[config.mk]
export PLATFORM = sky130hd
export DESIGN_NAME = spiflash_resp
export DESIGN_NICKNAME = d
export VERILOG_FILES = /design/src/rtl/spiflash_resp_pkg.sv /design/src/rtl/spi_sync_edge.sv /design/src/rtl/spiflash_resp.sv
export SDC_FILE = /design/constraint.sdc
export NUM_CORES = 1
export LEC_CHECK = 0
export BUFFER_PORTS_ARGS = -buffer_cell sky130_fd_sc_hd__buf_2
export CAP_MARGIN = 10
export CORE_ASPECT_RATIO = 1.2
export CORE_UTILIZATION = 45
export DETAILED_ROUTE_END_ITERATION = 6
export PLACE_DENSITY = 0.7
export SETUP_SLACK_MARGIN = 0.15
export SLEW_MARGIN = 20
export SYNTH_ARGS = -nofsm -noshare
export SYNTH_HDL_FRONTEND = slang
export SYNTH_HIERARCHICAL = 1
export SYNTH_SLANG_ARGS = --single-unit
export TNS_END_PERCENT = 20
[constraint.sdc]
create_clock -name clk -period 4.2 [get_ports clk]
set_input_delay 0.42 -clock clk [delete_from_list [all_inputs] [get_ports clk]]
set_output_delay 0.42 -clock clk [all_outputs]
set_load 0.1 [all_outputs]
[src/rtl/spiflash_resp_pkg.sv]
// Shared definitions for the SPI flash read responder: FSM encodings, opcodes
// and the address-window test.
package spiflash_resp_pkg;

  localparam logic [2:0] ST_IDLE   = 3'd0;
  localparam logic [2:0] ST_CMD    = 3'd1;
  localparam logic [2:0] ST_ADDR   = 3'd2;
  localparam logic [2:0] ST_DATA   = 3'd3;
  localparam logic [2:0] ST_ID     = 3'd4;
  localparam logic [2:0] ST_IGNORE = 3'd5;

  localparam logic [7:0] CMD_READ = 8'h03;
  localparam logic [7:0] CMD_RDID = 8'h9F;

  // True when the 24-bit flash address hits the 1 MiB window and lies in the backed range.
  function automatic logic in_window(input logic [23:0] a, input logic [3:0] base,
                                     input int unsigned size);
    return (a[23:20] == base) && ({12'd0, a[19:0]} < size);
  endfunction

endpackage

[src/rtl/spi_sync_edge.sv]
// Two-flop synchroniser for one asynchronous SPI line, with single-cycle
// rise/fall pulses derived from the synchronised level.
module spi_sync_edge #(
  parameter logic RST_VAL = 1'b0
) (
  input  logic clk,
  input  logic resetn,
  input  logic d_i,
  output logic q_o,
  output logic rise_o,
  output logic fall_o
);

  logic meta_q, sync_q, prev_q;

  always_ff @(posedge clk or negedge resetn) begin
    if (!resetn) begin
      meta_q <= RST_VAL;
      sync_q <= RST_VAL;
      prev_q <= RST_VAL;
    end else begin
      meta_q <= d_i;
      sync_q <= meta_q;
      prev_q <= sync_q;
    end
  end

  assign q_o    = sync_q;
  assign rise_o = sync_q & ~prev_q;
  assign fall_o = ~sync_q & prev_q;

endmodule

[src/rtl/spiflash_resp.sv]
// SPI flash responder serving READ (0x03) from a byte memory and RDID (0x9F);
// data bytes are prefetched one byte ahead so the serial stream never stalls.
module spiflash_resp
  import spiflash_resp_pkg::*;
#(
  parameter logic [3:0]  BASE_ADDR_M = 4'h1,
  parameter int unsigned SIZE_BYTES  = 8192,
  parameter int          MEM_AW      = 13,
  parameter logic [23:0] JEDEC_ID    = 24'hEF4016
) (
  input  logic              clk,
  input  logic              resetn,
  input  logic              spi_csb,
  input  logic              spi_clk,
  input  logic              spi_mosi,
  output logic              spi_miso_do,
  output logic              spi_miso_oe,
  output logic              mem_re,
  output logic [MEM_AW-1:0] mem_addr,
  input  logic [7:0]        mem_rdata,
  output logic              busy
);

  logic sclk_lvl, sclk_rise, sclk_fall;
  logic csb_q, csb_rise, csb_fall;
  logic unused_sync;

  spi_sync_edge #(.RST_VAL(1'b0)) u_sclk (
    .clk(clk), .resetn(resetn), .d_i(spi_clk),
    .q_o(sclk_lvl), .rise_o(sclk_rise), .fall_o(sclk_fall)
  );

  spi_sync_edge #(.RST_VAL(1'b1)) u_csb (
    .clk(clk), .resetn(resetn), .d_i(spi_csb),
    .q_o(csb_q), .rise_o(csb_rise), .fall_o(csb_fall)
  );

  assign unused_sync = sclk_lvl ^ csb_rise;

  logic mosi_meta_q, mosi_q;
  logic [1:0]  warm_q;
  logic        armed_q;
  logic [2:0]  state_q, state_d;
  logic [4:0]  cnt_q, cnt_d;
  logic [7:0]  cmd_q, cmd_d;
  logic [23:0] addr_q, addr_d;
  logic [31:0] id_q, id_d;
  logic [7:0]  byte_q;
  logic        do_q, do_d;
  logic        mem_re_q, rd_pend_q;
  logic [MEM_AW-1:0] mem_addr_q;
  logic        fetch, win;
  logic [23:0] fetch_addr;

  assign win = in_window(fetch_addr, BASE_ADDR_M, SIZE_BYTES);

  always_comb begin
    state_d    = state_q;
    cnt_d      = cnt_q;
    cmd_d      = cmd_q;
    addr_d     = addr_q;
    id_d       = id_q;
    do_d       = do_q;
    fetch      = 1'b0;
    fetch_addr = addr_q + 24'd1;
    if (csb_q) begin
      state_d = ST_IDLE;
      cnt_d   = '0;
      do_d    = 1'b1;
    end else begin
      case (state_q)
        ST_IDLE: if (csb_fall && armed_q) begin
          state_d = ST_CMD;
          cnt_d   = '0;
        end
        ST_CMD: if (sclk_rise) begin
          cmd_d = {cmd_q[6:0], mosi_q};
          cnt_d = cnt_q + 5'd1;
          if (cnt_q == 5'd7) begin
            cnt_d = '0;
            if (cmd_d == CMD_READ) state_d = ST_ADDR;
            else if (cmd_d == CMD_RDID) begin
              state_d = ST_ID;
              id_d    = {JEDEC_ID, 8'hFF};
            end else state_d = ST_IGNORE;
          end
        end
        ST_ADDR: if (sclk_rise) begin
          addr_d = {addr_q[22:0], mosi_q};
          cnt_d  = cnt_q + 5'd1;
          if (cnt_q == 5'd23) begin
            cnt_d      = '0;
            state_d    = ST_DATA;
            fetch      = 1'b1;
            fetch_addr = addr_d;
          end
        end
        ST_DATA: if (sclk_fall) begin
          do_d  = byte_q[~cnt_q[2:0]];
          cnt_d = cnt_q + 5'd1;
          // Last bit of the byte is now on the wire, so the buffer is free for the next one.
          if (cnt_q == 5'd7) begin
            cnt_d  = '0;
            addr_d = addr_q + 24'd1;
            fetch  = 1'b1;
          end
        end
        ST_ID: if (sclk_fall) begin
          do_d = id_q[31];
          id_d = {id_q[30:0], 1'b1};
        end
        default: ;
      endcase
    end
  end

  always_ff @(posedge clk or negedge resetn) begin
    if (!resetn) begin
      mosi_meta_q <= 1'b0;
      mosi_q      <= 1'b0;
      warm_q      <= '0;
      armed_q     <= 1'b0;
      state_q     <= ST_IDLE;
      cnt_q       <= '0;
      cmd_q       <= '0;
      addr_q      <= '0;
      id_q        <= '0;
      byte_q      <= '0;
      do_q        <= 1'b1;
      mem_re_q    <= 1'b0;
      rd_pend_q   <= 1'b0;
      mem_addr_q  <= '0;
    end else begin
      mosi_meta_q <= spi_mosi;
      mosi_q      <= mosi_meta_q;
      // Only a csb-high level seen after the synchronisers refill may arm frame detection.
      warm_q      <= {warm_q[0], 1'b1};
      armed_q     <= armed_q | (warm_q[1] & csb_q);
      state_q     <= state_d;
      cnt_q       <= cnt_d;
      cmd_q       <= cmd_d;
      addr_q      <= addr_d;
      id_q        <= id_d;
      do_q        <= do_d;
      mem_re_q    <= fetch & win;
      rd_pend_q   <= mem_re_q;
      if (fetch && win) mem_addr_q <= fetch_addr[MEM_AW-1:0];
      if (rd_pend_q) byte_q <= mem_rdata;
      else if (fetch && !win) byte_q <= 8'hFF;
    end
  end

  assign spi_miso_oe = (state_q == ST_DATA) || (state_q == ST_ID);
  assign spi_miso_do = spi_miso_oe ? do_q : 1'b1;
  assign mem_re      = mem_re_q;
  assign mem_addr    = mem_addr_q;
  assign busy        = ~csb_q;

endmodule

==> run metrics <==
clock-pin slew on the worst setup and hold paths=roughly 0.07 ns; Multi-input gate area=2720 um2; Worst Max-Slew Pin Slew=about 0.98 ns; H-tree levels=3; setup_tns=0 ns; grt total ovfl=0; # DRC=0; Routed WL=roughly 12 mm; Routed Antenna Nets=0; layout cells sized above 1=between 10% and 20%; Final Slew Violations=0; most frequent cells in the layout=102 x dfrtp_1, 86 x nand2_1, 69 x nor2_1; average cell area after synthesis=just over 9 um2; critical path arrival=between 3 and 4 ns; worst-path maximum fanout=9; core footprint=12200 um2; Hold WC Path Type=primary input to async pin; Reg area=roughly 2700 um2; first-pass GRT wire length=just over 20 mm; minimum clock period=3.18 ns; I/O Pins=30; Resized cells post-CTS=0; Chip Height=125 um; Place WS=between 0.8 and 0.9 ns; Final Net Count=631; Final GP Congestion=between 0.9 and 1; fill count=between 1000 and 1500; fin worst setup slack=a little over 1 ns; post-layout util=between 50% and 60%; drt via density=5.75; CTS Sinks=106; CP Capture Type=flip-flop; fmax=314 MHz; row count=44; Pwr Density=322 nW/um2; Hold WS=0.112 ns; Antenna diodes=0; Skew-Pair Late Insertion Delay=~0.35 ns; Critical Path Start Type=flip-flop; DR WL/cell=about 15 um; Post-Syn Area=around 5600 um2; clk root buf=clkbuf_16; Detailed Place HPWL=8.17 mm; Synthesized Nets=around 630; Post-CTS Setup Repair Bufs=0; final hold vios=0; CP Class=flip-flop to flip-flop; Finished Layout Cells=781; gr usage total=between 10% and 20%; most common cell after layout, fill and taps aside=dfrtp_1; synth warn=6; CTS Buf Count=9; Clock Skews=0.00793 ns; initial antenna violation count=0; outcome=completed; CTS tree=built; CP Data Required Time=about 4.4 ns; setup repair after global routing missed its margin=false; DIE AREA=about 13000 um2; drt initial violations=just over 300; max-cap violation count=0; via count=4488; Final setup viols=0; worst IR drop on VDD=about 0.21 mV; dpl cells=roughly 760; Initial Util=a little under half; Longest Clk Path Bufs=2; Syn-to-layout area delta=8.69%; largest net degree at the start of global routing=84; Post-CTS Hold Fix Bufs=0; Die X=about 100 um; Cells after Synth=~620; Worst R2R Setup Slack=around 1 ns; TritonRoute pass-1 iters=7; period utilisation layout=75.8%; Slew headroom=approximately 34%; IO Port Bufs=29; number of global-route vias before repair=roughly 4200; static leakage=around 2.6 nW
-- flip-flops by register name, summed over array words and instances, names as in the netlist, 2 cells and up --
| name | flops |
|---|---|
| state_q | 3 |
| byte_q | 8 |
| cnt_q | 5 |
| warm_q | 2 |
| cmd_q | 7 |
| addr_q | 24 |
| id_q | 32 |
| mem_addr | 13 |
-- final timing paths --
check / startpoint / to / cells past startpoint
worst max-delay path: addr_q[0]$_DFFE_PN0P_ / mem_addr[8]$_DFFE_PN0P_ / 8
worst min-delay path: resetn / id_q[2]$_DFFE_PN0P_ / 1
worst max register to register: addr_q[0]$_DFFE_PN0P_ / mem_addr[8]$_DFFE_PN0P_ / 8
worst min register to register: mosi_meta_q$_DFF_PN0_ / mosi_q$_DFF_PN0_ / 0
max in group asynchronous: resetn / cmd_q[1]$_DFFE_PN0P_ / 2
min in group clk: spi_csb / u_csb/meta_q$_DFF_PN1_ / 1
-- per-stage QoR --
stage | total power, W | cell area [um2]
after floorplan | 0.00112 | 5630
after global placement | 0.00116 | 5800
after detailed placement | 0.00117 | 5800
after CTS | 0.00200 | 6080
final | 0.00197 | 6120
after global routing | 0.00205 | 6120
-- critical path: stages, from the launching register on --
cell     delay (ns)
dfrtp_1        0.49
ha_1           0.31
and3_2         0.28
nand4_4        0.17
o41ai_4        0.39
nand4_2        0.17
o41ai_4        0.62
buf_4          0.31
mux2_4         0.31
-- layout make-up --
| class | instances | share of cell area [%] |
|---|---|---|
| clock inverters | 3 | 0.654 |
| clock buffers | 12 | 4.03 |
| inverters | 7 | 0.429 |
| well taps | 161 | 3.29 |
| flip-flops and latches | 106 | 43.4 |
| repair buffers | 37 | 3.78 |
| multi-input cells | 455 | 44.4 |
-- routing by layer --
layer  track usage (%)  up-vias  part of all wire [%]
li1                  -     2185                     -
met1              24.6     2158                    43
met2              32.2      119                    51
met3              3.77       26                   4.1
met4              7.90        0                   2.0
met5                 0        -                     0
-- power by group --
| part | leakage [nW] | total [W] | internal [W] | switching, W |
|---|---|---|---|---|
| clock | 0.142 | 0.000827 | 0.000474 | 0.000353 |
| sequential | 1.40 | 0.00106 | 0.00104 | 0.0000185 |
| combinational | 1.07 | 0.0000871 | 0.0000318 | 0.0000553 |
| total | 2.61 | 0.00197 | 0.00154 | 0.000427 |
No activity file was read; power rests on OpenSTA's default activity.
